**config.mk**
```make
export PLATFORM = sky130hd
export DESIGN_NAME = i2c_adc_responder
export DESIGN_NICKNAME = d
export VERILOG_FILES = /design/src/rtl/i2c_adc_responder.sv
export SDC_FILE = /design/constraint.sdc
export NUM_CORES = 1
export LEC_CHECK = 0
export CORE_AREA = 2 2 88 90
export DETAILED_ROUTE_END_ITERATION = 7
export DIE_AREA = 0 0 90 92
export GPL_TIMING_DRIVEN = 1
export PLACE_DENSITY_LB_ADDON = 0.1
export SETUP_SLACK_MARGIN = 0.05
export SYNTH_ARGS = -nofsm -noshare
export SYNTH_HDL_FRONTEND = slang
export SYNTH_SLANG_ARGS = --single-unit
```
**constraint.sdc**
```tcl
create_clock -name clk -period 2.4 [get_ports clk]
set_clock_uncertainty 0.05 [all_clocks]
set_input_delay 0.48 -clock clk [delete_from_list [all_inputs] [get_ports clk]]
set_output_delay 0.48 -clock clk [all_outputs]
set_load 0.05 [all_outputs]
```
**src/rtl/i2c_adc_responder.sv**
```systemverilog
// I2C target exposing a writable config byte and four 12-bit ADC channels read as 2-byte words.
// Optional build macro I2C_RESP_GLITCH_FILTER_EN adds a 3-sample majority filter on SCL/SDA.
module i2c_adc_responder #(
  parameter logic [6:0] ADDR    = 7'h28,
  parameter logic [7:0] CFG_RST = 8'hF0
) (
  input  logic        clk,
  input  logic        rst,
  input  logic        scl_in,
  input  logic        sda_in,
  output logic        sda_oe,
  input  logic [11:0] ch0,
  input  logic [11:0] ch1,
  input  logic [11:0] ch2,
  input  logic [11:0] ch3,
  output logic [7:0]  cfg,
  output logic        busy
);

  localparam int unsigned CNT_W    = 4;
  localparam logic [CNT_W-1:0] LAST_BIT = CNT_W'(8);

  typedef enum logic [2:0] {
    IDLE, ADDR_S, ADDR_ACK, WR_DATA, WR_ACK, RD_DATA, RD_ACK
  } state_e;

  state_e           state_q;
  logic [1:0]       scl_sync_q, sda_sync_q;
  logic             scl_f, sda_f, scl_prev_q, sda_prev_q;
  logic             scl_rise, scl_fall, start_det, stop_det;
  logic [CNT_W-1:0] bit_cnt_q;
  logic [7:0]       shreg_q, cfg_q, lo_q;
  logic [1:0]       ptr_q, pick_c;
  logic             sda_oe_q, busy_q, rw_q, ack_q, half_q;
  logic [11:0]      ch_mux;
  logic [7:0]       byte0_c;

  // First enabled channel at or after 'from', wrapping; channel 0 when none enabled.
  function automatic logic [1:0] pick_ch(input logic [3:0] en, input logic [1:0] from);
    logic [1:0] sel, idx;
    sel = 2'd0;
    for (int i = 3; i >= 0; i--) begin
      idx = from + 2'(i);
      if (en[idx]) sel = idx;
    end
    return sel;
  endfunction

  always_ff @(posedge clk or negedge rst) begin
    if (!rst) begin
      scl_sync_q <= 2'b11;
      sda_sync_q <= 2'b11;
    end else begin
      scl_sync_q <= {scl_sync_q[0], scl_in};
      sda_sync_q <= {sda_sync_q[0], sda_in};
    end
  end

`ifdef I2C_RESP_GLITCH_FILTER_EN
  logic [1:0] scl_hist_q, sda_hist_q;

  always_ff @(posedge clk or negedge rst) begin
    if (!rst) begin
      scl_hist_q <= 2'b11;
      sda_hist_q <= 2'b11;
    end else begin
      scl_hist_q <= {scl_hist_q[0], scl_sync_q[1]};
      sda_hist_q <= {sda_hist_q[0], sda_sync_q[1]};
    end
  end

  // A single-cycle pulse never gains a 2-of-3 majority.
  assign scl_f = (scl_sync_q[1] & scl_hist_q[0]) | (scl_sync_q[1] & scl_hist_q[1]) |
                 (scl_hist_q[0] & scl_hist_q[1]);
  assign sda_f = (sda_sync_q[1] & sda_hist_q[0]) | (sda_sync_q[1] & sda_hist_q[1]) |
                 (sda_hist_q[0] & sda_hist_q[1]);
`else
  assign scl_f = scl_sync_q[1];
  assign sda_f = sda_sync_q[1];
`endif

  assign scl_rise  = scl_f & ~scl_prev_q;
  assign scl_fall  = ~scl_f & scl_prev_q;
  assign start_det = scl_f & scl_prev_q & sda_prev_q & ~sda_f;
  assign stop_det  = scl_f & scl_prev_q & ~sda_prev_q & sda_f;

  assign pick_c = pick_ch(cfg_q[7:4], ptr_q);

  always_comb begin
    ch_mux = ch0;
    case (pick_c)
      2'd0:    ch_mux = ch0;
      2'd1:    ch_mux = ch1;
      2'd2:    ch_mux = ch2;
      default: ch_mux = ch3;
    endcase
  end

  assign byte0_c = {2'b00, pick_c, ch_mux[11:8]};

  always_ff @(posedge clk or negedge rst) begin
    if (!rst) begin
      state_q    <= IDLE;
      scl_prev_q <= 1'b1;
      sda_prev_q <= 1'b1;
      bit_cnt_q  <= '0;
      shreg_q    <= '0;
      cfg_q      <= CFG_RST;
      lo_q       <= '0;
      ptr_q      <= 2'd0;
      sda_oe_q   <= 1'b0;
      busy_q     <= 1'b0;
      rw_q       <= 1'b0;
      ack_q      <= 1'b0;
      half_q     <= 1'b0;
    end else begin
      scl_prev_q <= scl_f;
      sda_prev_q <= sda_f;
      if (stop_det) begin
        state_q   <= IDLE;
        sda_oe_q  <= 1'b0;
        busy_q    <= 1'b0;
        bit_cnt_q <= '0;
      end else if (start_det) begin
        state_q   <= ADDR_S;
        sda_oe_q  <= 1'b0;
        bit_cnt_q <= '0;
      end else begin
        case (state_q)
          IDLE: ;
          ADDR_S, WR_DATA: begin
            if (scl_rise) begin
              shreg_q   <= {shreg_q[6:0], sda_f};
              bit_cnt_q <= bit_cnt_q + 1'b1;
            end else if (scl_fall && bit_cnt_q == LAST_BIT) begin
              bit_cnt_q <= '0;
              if (state_q == WR_DATA) begin
                cfg_q    <= shreg_q;
                ptr_q    <= pick_ch(shreg_q[7:4], 2'd0);
                sda_oe_q <= 1'b1;
                state_q  <= WR_ACK;
              end else if (shreg_q[7:1] == ADDR) begin
                rw_q     <= shreg_q[0];
                sda_oe_q <= 1'b1;
                busy_q   <= 1'b1;
                state_q  <= ADDR_ACK;
              end else begin
                busy_q   <= 1'b0;
                state_q  <= IDLE;
              end
            end
          end
          ADDR_ACK: begin
            if (scl_fall) begin
              if (rw_q) begin
                shreg_q  <= byte0_c;
                lo_q     <= ch_mux[7:0];
                ptr_q    <= pick_c + 2'd1;
                half_q   <= 1'b0;
                sda_oe_q <= ~byte0_c[7];
                state_q  <= RD_DATA;
              end else begin
                sda_oe_q <= 1'b0;
                state_q  <= WR_DATA;
              end
            end
          end
          WR_ACK: begin
            if (scl_fall) begin
              sda_oe_q <= 1'b0;
              state_q  <= WR_DATA;
            end
          end
          RD_DATA: begin
            if (scl_rise) begin
              bit_cnt_q <= bit_cnt_q + 1'b1;
            end else if (scl_fall) begin
              if (bit_cnt_q == LAST_BIT) begin
                bit_cnt_q <= '0;
                sda_oe_q  <= 1'b0;
                state_q   <= RD_ACK;
              end else begin
                shreg_q  <= {shreg_q[6:0], 1'b0};
                sda_oe_q <= ~shreg_q[6];
              end
            end
          end
          RD_ACK: begin
            if (scl_rise) begin
              ack_q <= ~sda_f;
            end else if (scl_fall) begin
              if (!ack_q) begin
                busy_q  <= 1'b0;
                state_q <= IDLE;
              end else if (!half_q) begin
                shreg_q  <= lo_q;
                half_q   <= 1'b1;
                sda_oe_q <= ~lo_q[7];
                state_q  <= RD_DATA;
              end else begin
                shreg_q  <= byte0_c;
                lo_q     <= ch_mux[7:0];
                ptr_q    <= pick_c + 2'd1;
                half_q   <= 1'b0;
                sda_oe_q <= ~byte0_c[7];
                state_q  <= RD_DATA;
              end
            end
          end
          default: state_q <= IDLE;
        endcase
      end
    end
  end

  assign sda_oe = sda_oe_q;
  assign busy   = busy_q;
  assign cfg    = cfg_q;

endmodule

```
* Word level (Yosys, flattened, before mapping) *
Index checks and enable logic that the tools add are counted.

operators by class
  add/subtract/negate cells = 5
  magnitude comparators = 4
  equality and inequality tests = 45
  muxes and demuxes = 103
  bitwise logic cells = 17
  reduce and logical (&&, ||, !) cells = 21

operator list
  kind                                                 number
  two-way mux 8 bit                                    16
  two-way mux 3 bit                                    14
  inequality test 4 bit (second input constant)        10
  two-way mux 2 bit                                    18
  one-hot mux 12 bit (3 select lines)                  1
  two-way mux 1 bit                                    35
  one-hot mux 8 bit (4 select lines)                   1
  two-way mux 4 bit                                    7
  inequality test 2 bit (second input constant)        13
  AND reduction 12 bit                                 2
  inequality test 3 bit (second input constant)        7
  inequality test 5 bit (second input constant)        4
  one-hot mux 3 bit (6 select lines)                   1
  one-hot mux 8 bit (2 select lines)                   1
  AND reduction 8 bit                                  2
  < comparator 2 x 3 -> 1 bit (second input constant)  4
  AND reduction 11 bit                                 1
  NOT 1 bit                                            10
  AND reduction 10 bit                                 1
  == test 3 bit (second input constant)                3
  AND reduction 9 bit                                  1
  binary-select mux 1 bit (select 2 bit)               4
  one-hot mux 4 bit (2 select lines)                   1
  AND reduction 4 bit                                  2
  other kinds (24)                                     36

storage, ports and cells
  bits in registers = 44
  input port bits = 52
  output and inout port bits = 10
  word-level logic and storage cells = 210

* Longest topological paths before layout *
Gate-level depths: netlist of run 1.

  word-level depth = 14
  depth in mapped cells = 11
  gate-level depth less buffers = 10

* Worst setup path after synthesis of run 1 *
Ideal clock, no wire load.

  kind = register -> register
  from = register cfg_q[4], in the netlist cfg[4]
  to = register shreg_q[1]
  arrival time = 2476 ps
  data required time = 2225 ps
  setup slack = -251 ps
  stages on the path, launching flop included = 12
  clock period less this slack = 2651 ps
  cell sequence = dfstp_2 a21oi_1 o21a_1 o22ai_1 inv_1 ha_1 clkbuf_1 a222oi_1 nor2_1 a21oi_1 o21ai_0 mux2_2

between the ends
  longest elaborated chain between the ends = 13
  elaborated cells between the ends (all ways) = 23
  classes of those cells = eq/ne: 2; mux: 20; reduce/logical: 1

ends and longest elaborated chain
  what                                         line  source
  start: declaration                           32    logic [7:0] shreg_q, cfg_q, lo_q;
  start signal: assignment                     138   cfg_q <= shreg_q;
  binary-select mux 1 bit (select 2 bit)       44    if (en[idx]) sel = idx;
  two-way mux 1 bit (not written as such)      44
  two-way mux 2 bit (3 in series)              44
  two-way mux 2 bit (*)                        44
  == test 2 bit, or another cell as far along  91    case (pick_c)
  one-hot mux 12 bit (3 select lines) (*)      91
  two-way mux 8 bit                            195   end else if (!half_q) begin
  two-way mux 8 bit                            192   if (!ack_q) begin
  two-way mux 8 bit                            191   end else if (scl_fall) begin
  two-way mux 8 bit                            189   if (scl_rise) begin
  one-hot mux 8 bit (4 select lines) (*)       129   case (state_q)
  end signal: assignment                       133   shreg_q <= {shreg_q[6:0], sda_f};
  end signal: assignment                       196   shreg_q <= lo_q;
  end signal: assignment                       201   shreg_q <= byte0_c;
  end: declaration                             32

Every way passes the cells marked *; elsewhere a longest branch is shown, timed or not. The select of a mux whose other input is x is not followed.
A chain may end at the register's enable or synchronous reset.

* Final worst setup path of run 1 *
  from = register cfg_q[4], in the netlist cfg[4]
  to = register shreg_q[0]

The elaborated chain is that of the path after synthesis.

==> results of run 1 <==
sequential cells by signal, summed over array words and instances (netlist names), 2 cells and up:
register	cells
bit_cnt_q	4
state_q	3
lo_q	8
shreg_q	8
sda_sync_q	2
cfg	8
scl_sync_q	2
ptr_q	2
stage by stage:
step	power [mW]	utilization, %	cells
floorplan	1.97	-	293
global placement	2.40	51.2	470
detailed placement	2.41	51.2	470
CTS	2.89	53.0	481
global route	3.10	53.6	482
finish	2.89	53.6	482
routing by layer:
metal  global-route usage (%)  share of wire (%)
met5                        0                  0
met1                     25.7                 47
met2                     30.6                 47
met3                     2.79                4.2
met4                     4.36                1.2
placed cells by master (no fill, tap or decap), drive strengths merged, types with 6 or more instances in the layout:
cell	Yosys	final
clkdlybuf4s50	0	60
buf	10	38
dfrtp	34	34
mux2	26	26
nand2	22	22
a21oi	22	22
o21ai	22	22
nor2	21	21
inv	13	13
a222oi	12	12
dfstp	10	10
ha	9	9
nand2b	8	8
a22oi	7	7
mux2i	6	6
clkbuf	9	6
worst paths after layout:
check,startpoint,slack [ns],cells past startpoint,endpoint
max,cfg[4],0.05,10,shreg_q[0]
min,rst,0.06,1,bit_cnt_q[1]
max reg2reg,cfg[4],0.05,10,shreg_q[0]
min reg2reg,scl_sync_q[0],0.31,0,scl_sync_q[1]
max in group asynchronous,rst,1.49,2,cfg[5]
min in group clk,scl_sync_q[0],0.31,0,scl_sync_q[1]
logic make-up after synthesis:
kind of cell | synth area share, %
adder cells (fa/ha/maj) | 3.91
multiplexers | 12.3
flip-flops | 38.7
XOR/XNOR | 0.304
AO/OA/AOI/OAI | 22.5
buffers and inverters | 5.30
AND/OR/NAND/NOR | 17.1
area by class of cell:
class / instances / area share [%]
clock inverter: 2 / 0.314
tap: 102 / 3.20
sequential: 44 / 28.0
inverter: 13 / 1.22
clock buffer: 6 / 1.82
timing repair buffer: 98 / 22.8
multi-input combinational: 217 / 42.6
Yosys cell counts, types with 6 or more instances:
| cell | n | share of area, % |
|---|---|---|
| mux2i_1 | 6 | 2.1 |
| dfstp_2 | 10 | 9.1 |
| a222oi_1 | 12 | 4.2 |
| inv_1 | 13 | 1.7 |
| o21ai_0 | 21 | 3.6 |
| nand2_1 | 22 | 2.9 |
| a21oi_1 | 22 | 3.8 |
| nor2_1 | 19 | 2.5 |
| buf_2 | 6 | 1.0 |
| dfrtp_1 | 34 | 30 |
| nand2b_1 | 8 | 1.7 |
| ha_1 | 9 | 3.9 |
| a22oi_1 | 7 | 1.8 |
| mux2_2 | 25 | 9.8 |
| clkbuf_1 | 8 | 1.0 |
power by group:
part | internal, mW | total [mW] | switching, mW
logic | 0.683 | 1.27 | 0.586
registers | 0.945 | 1.16 | 0.216
clock network | 0.204 | 0.463 | 0.260
repair_timing:
item,4_1_cts,5_1_grt
setup buffers,3,1
setup endpoints to repair,12,16
gates resized for setup,8,10
pin swaps,6,17
==> summary.txt, run 1 <==
Synth
  • Yosys reg bits: 44
  • Sequential area share after synthesis: 38.7%
  • Synth async-reset ratio: 100%
  • Mapped Nets: 354
  • Ys Warns: 0
  • Cell count after synthesis: 293
  • Number of synthesized flops with an enable pin: 0
  • Synth Area per Inst: 9.83 um^2
  • Unique cell type count in the Yosys netlist: 65
  • Top_reg_cell synth: dfrtp_1
  • Synthesized area: 2880 um^2

Setup path
  • Critical path class: reg -> reg
  • Startpoint Class: flop
  • Worst EP arrival: 2.49 ns
  • CP delay by family, top: compound AO/OA/AOI/OAI gates
  • Slowest-stage cell, CP: dfstp_4
  • Worst stage delay on the critical path: 0.66 ns
  • Worst path cell trace: a21oi_2 -> o21a_1 -> o22ai_2 -> inv_2 -> ha_4 -> a222oi_1 -> nor2_1 -> a21oi_1 -> o22ai_1 -> mux2_4
  • WP buf/inv: 1
  • Crit. End Element: flop
  • CP max FO: 6
  • Crit path required time: 2.54 ns

Cells and area
  • Proportion of layout cells with a drive suffix above 1: 27.9%
  • Sequential cell area: 1120 um^2
  • Multi-input logic area: 1700 um^2
  • Post-route cell area: 3990 um^2
  • ANT cells: 0
  • P&R area growth vs syn: 38.5%
  • Final nets: 440
  • Fill cells: 721

STA
  • Min Tclk post-route: 2.35 ns
  • Setup TNS: 0 ns
  • RSZ-0062 raised after global routing: true
  • F_max: 0.425 GHz
  • Slew HR: 67.2%
  • PnR worst setup slack: 0.0475 ns
  • Crit share post-route: 98.0%
  • Fin. max-slew vios: 0
  • Final hold violations: 0
  • Hold slack: 0.0605 ns
  • Slew @ Worst Pin: 0.485 ns
  • # setup viols final: 0

Routing
  • Post-DRT Antenna Nets: 0
  • Routed vias/inst: 5.38
  • Vias: 2592
  • DR WL/cell: 15.5 um
  • DRC viols: 0
  • Initial DRC count: 103
  • Drt first pass iters: 4
  • Routed WL: 7.49 mm

CTS
  • H-tree depth: 2
  • Clk_lat worst skew: 0.30 ns
  • Num CTS Buffers: 5
  • Clock sinks: 44
  • Clock transition at path regs: 0.09 ns
  • TritonCTS clock tree: built
  • Root buffer selected by CTS: clkbuf_8
  • Clk buf depth: 2
  • Hold_buf cts: 0

Global route
  • Gr usage total: 18.5%
  • Antenna violations before repair: 0
  • Vias in the first global route: 2577
  • Gr ovfl total: 0
  • First-pass GRT wire length: 12.6 mm
  • Largest net degree at the start of global routing: 28

Floorplan
  • DIE HEIGHT: 92 um
  • IO Count: 62
  • Core area: 7450 um^2
  • Number of cell rows: 32
  • Die X: 90 um
  • Die ar.: 8280 um^2
  • Initial core utilization: 38.7%

Flow run
  • Max Cap Viol: 0

Placement
  • GP Congestion: 0.830
  • Post-DP HPWL: 5.72 mm
  • Worst slack, placed: -0.0797 ns
  • Port Buffers: 61
  • Placed Area: 3810 um^2

Status
  • Status: completed

Pwr
  • Cell area power density: 725 nW/um^2
  • VDD IR max: 0.300 mV
  • Lkg Pwr: 1.67 nW

Worst hold path
  • HP Class: in -> async
(Power assumes the default switching activity.)
==> inputs of run 2 (changes only) <==
ABC_AREA = 1   (was unset)
CAP_MARGIN = 25   (was unset)
CORE_AREA = 2 2 91 93   (was 2 2 88 90)
DIE_AREA = 0 0 93 95   (was 0 0 90 92)
==> summary.txt, run 2 <==
Synth
  • Simple-Gate Fraction of Synth Area: 32.3%
  • XOR/XNOR share of the synthesized area: 0.286%
  • Synthesized area: 3060 um^2
  • Number of synthesized flops with an enable pin: 0
  • Synth Area in Compound Gates: 18.5%
  • Cell count after synthesis: 417
  • Cell taking the most area after synthesis: dfrtp_1
  • Adder-cell share of the synthesized area: 3.68%
  • Most frequent cells after synthesis: nand2_1 (122), inv_1 (43), dfrtp_1 (34)
  • Synth Area per Inst: 7.34 um^2
  • Top_reg_cell synth: dfrtp_1
  • Yosys reg bits: 44
  • Sequential area share after synthesis: 36.4%
  • Ys Warns: 0
  • Mux cell area share after synthesis: 0%
  • Synth async-reset ratio: 100%
  • Largest family of logic cells by synthesized area: simple AND/OR/NAND/NOR gates
  • Mapped Nets: 478
  • Top-count cell post-synth: nand2_1
  • Top cells by area in the synthesized netlist: dfrtp_1 (28%), nand2_1 (15%), dfstp_2 (8.6%), inv_1 (5.3%), a21oi_1 (4.4%)
  • Unique cell type count in the Yosys netlist: 46
  • Yosys top cell area share: 27.8%

Cells and area
  • ANT cells: 0
  • Commonest non-fill, non-tap cell in the layout: nand2_1
  • Proportion of layout cells with a drive suffix above 1: 23.5%
  • Most frequent cells in the layout: nand2_1 (107), clkdlybuf4s50_1 (59), inv_1 (36)
  • P&R area growth vs syn: 36.1%
  • Non-Filler Instances: 599
  • Final nets: 554

Routing
  • Drt first pass iters: 4
  • Vias: 3006
  • DR WL/cell: 13.7 um
  • Post-DRT Antenna Nets: 0
  • Routed vias/inst: 5.02
  • DRC viols: 0
  • Routed WL: 8.20 mm
  • Initial DRC count: 228

Pwr
  • Cell area power density: 456 nW/um^2
  • Total power: 1.90 mW
  • Lkg Pwr: 1.86 nW
  • VDD IR max: 0.258 mV

CTS
  • Clk_lat worst skew: 0.31 ns
  • Clock transition at path regs: 0.09 ns
  • H-tree depth: 2
  • Num CTS Buffers: 5
  • TritonCTS clock tree: built
  • Clock sinks: 44
  • Root buffer selected by CTS: clkbuf_8
  • Clk buf depth: 2

Floorplan
  • Initial core utilization: 38.6%
  • Die X: 93 um
  • IO Count: 62
  • Core area: 7930 um^2
  • Die ar.: 8840 um^2
  • Number of cell rows: 33
  • DIE HEIGHT: 95 um

Setup path
  • Slowest-stage cell, CP: dfrtp_2
  • Worst EP arrival: 2.44 ns
  • Crit path required time: 2.53 ns
  • Worst path cell trace: buf_6 -> nand2_2 -> nand2_2 -> nand2_2 -> nand3_2 -> o21bai_1 -> nand2_2 -> ha_4 -> buf_6 -> a21oi_2 -> nand3_1 -> o211ai_1 -> o21ai_1 -> o21ai_1 -> o21ai_1
  • Crit. End Element: flop
  • Most frequent CP cell: nand2_2
  • Critical path class: reg -> reg
  • Worst stage delay on the critical path: 0.48 ns
  • CP max FO: 6
  • Startpoint Class: flop

STA
  • Min Tclk post-route: 2.31 ns
  • Crit share post-route: 96.3%
  • Slew @ Worst Pin: 0.595 ns
  • # setup viols final: 0
  • Fin. max-slew vios: 0
  • RSZ-0062 raised after global routing: true
  • Slew HR: 60.3%
  • F_max: 0.433 GHz
  • Final hold violations: 0
  • Hold slack: 0.0392 ns

Placement
  • GP Congestion: 0.898
  • Port Buffers: 61
  • Dpl cells: 583
  • Post-DP HPWL: 6.31 mm

Global route
  • Vias in the first global route: 2914
  • First-pass GRT wire length: 13.7 mm
  • Largest net degree at the start of global routing: 19
  • Gr usage total: 19.5%
  • Antenna violations before repair: 0
  • Gr ovfl total: 0

Flow run
  • Max Cap Viol: 0

Worst hold path
  • HP Class: in -> async

Status
  • Status: completed
-- run 2: changes by cell type after synthesis, sizes merged, moves of 6 or more --
cell,change
nand2,+113
inv,+34
mux2,-26
nand3,+21
o21ai,+19
nor2,+16
a222oi,-12
a31oi,+10
nand2b,-8
a22oi,-7
a21oi,+6
mux2i,-6
-- run 2: critical path, delay by kind of cell, from the launching register on --
kind,cells,cell delay [ns]
compound gates,6,0.67
simple gates,6,0.51
flops,1,0.48
buf+inv,2,0.26
fa+ha+maj,1,0.23
-- run 2: cell type report --
class	count	area (um^2)
repair buffers	79	769
flip-flops and latches	44	1120
clock buffers	6	72.6
multi-input cells	314	1830
well taps	105	131
fillers	793	3760
inverters	49	209
clock inverters	2	35.0
-- run 2: routing by layer --
| metal | wire length (um) | part of all wire, % | up-vias | global-route usage, % |
|---|---|---|---|---|
| met5 | 0 | 0 | - | 0 |
| met4 | 110 | 1.3 | 0 | 5.39 |
| met3 | 560 | 6.8 | 11 | 3.03 |
| met2 | 3720 | 45 | 110 | 31.3 |
| met1 | 3810 | 46 | 1361 | 27.4 |
| li1 | - | - | 1524 | - |
-- run 2: per-stage QoR --
step	setup slack, ns	cell area, um^2	util (%)	setup TNS (ns)
2_1_floorplan	0.0511	3070	-	0
3_3_place_gp	0.0520	3820	48.2	0
3_5_place_dp	-0.0508	3820	48.2	-0.0646
4_1_cts	0.0667	3990	50.3	0
5_1_grt	-0.0679	4160	52.5	-0.150
6_report	0.0882	4160	52.5	0
-- run 2: final timing paths --
| check | start | to | slack (ns) | cells past startpoint |
|---|---|---|---|---|
| worst max-delay path | ptr_q[0] | shreg_q[0] | 0.09 | 15 |
| worst min-delay path | rst | cfg[3] | 0.04 | 1 |
| worst max register to register | ptr_q[0] | shreg_q[0] | 0.09 | 15 |
| worst min register to register | scl_sync_q[0] | scl_sync_q[1] | 0.31 | 0 |
| max in group asynchronous | rst | sda_sync_q[0] | 1.65 | 2 |
| min in group clk | scl_sync_q[0] | scl_sync_q[1] | 0.31 | 0 |
-- run 2: power breakdown --
group,total [mW],switching [mW],internal (mW)
Clock,0.571,0.261,0.309
Sequential,0.873,0.0520,0.821
Combinational,0.454,0.256,0.198
-- run 2: cell families (layout without fill, tap and decap cells) --
logic type	Yosys count	count (layout)
xor+xnor	1	1
flops	44	44
fa+ha+maj	9	9
simple gates	208	208
compound gates	96	96
buf+inv	59	136
-- run 2: repair_timing --
item | 4_1_cts | 5_1_grt
pin swaps | 1 | 16
setup buffers | 3 | 5
gates resized for setup | 8 | 45
setup endpoints to repair | 11 | 12
cloned | 0 | 0
hold buffers | 0 | 0
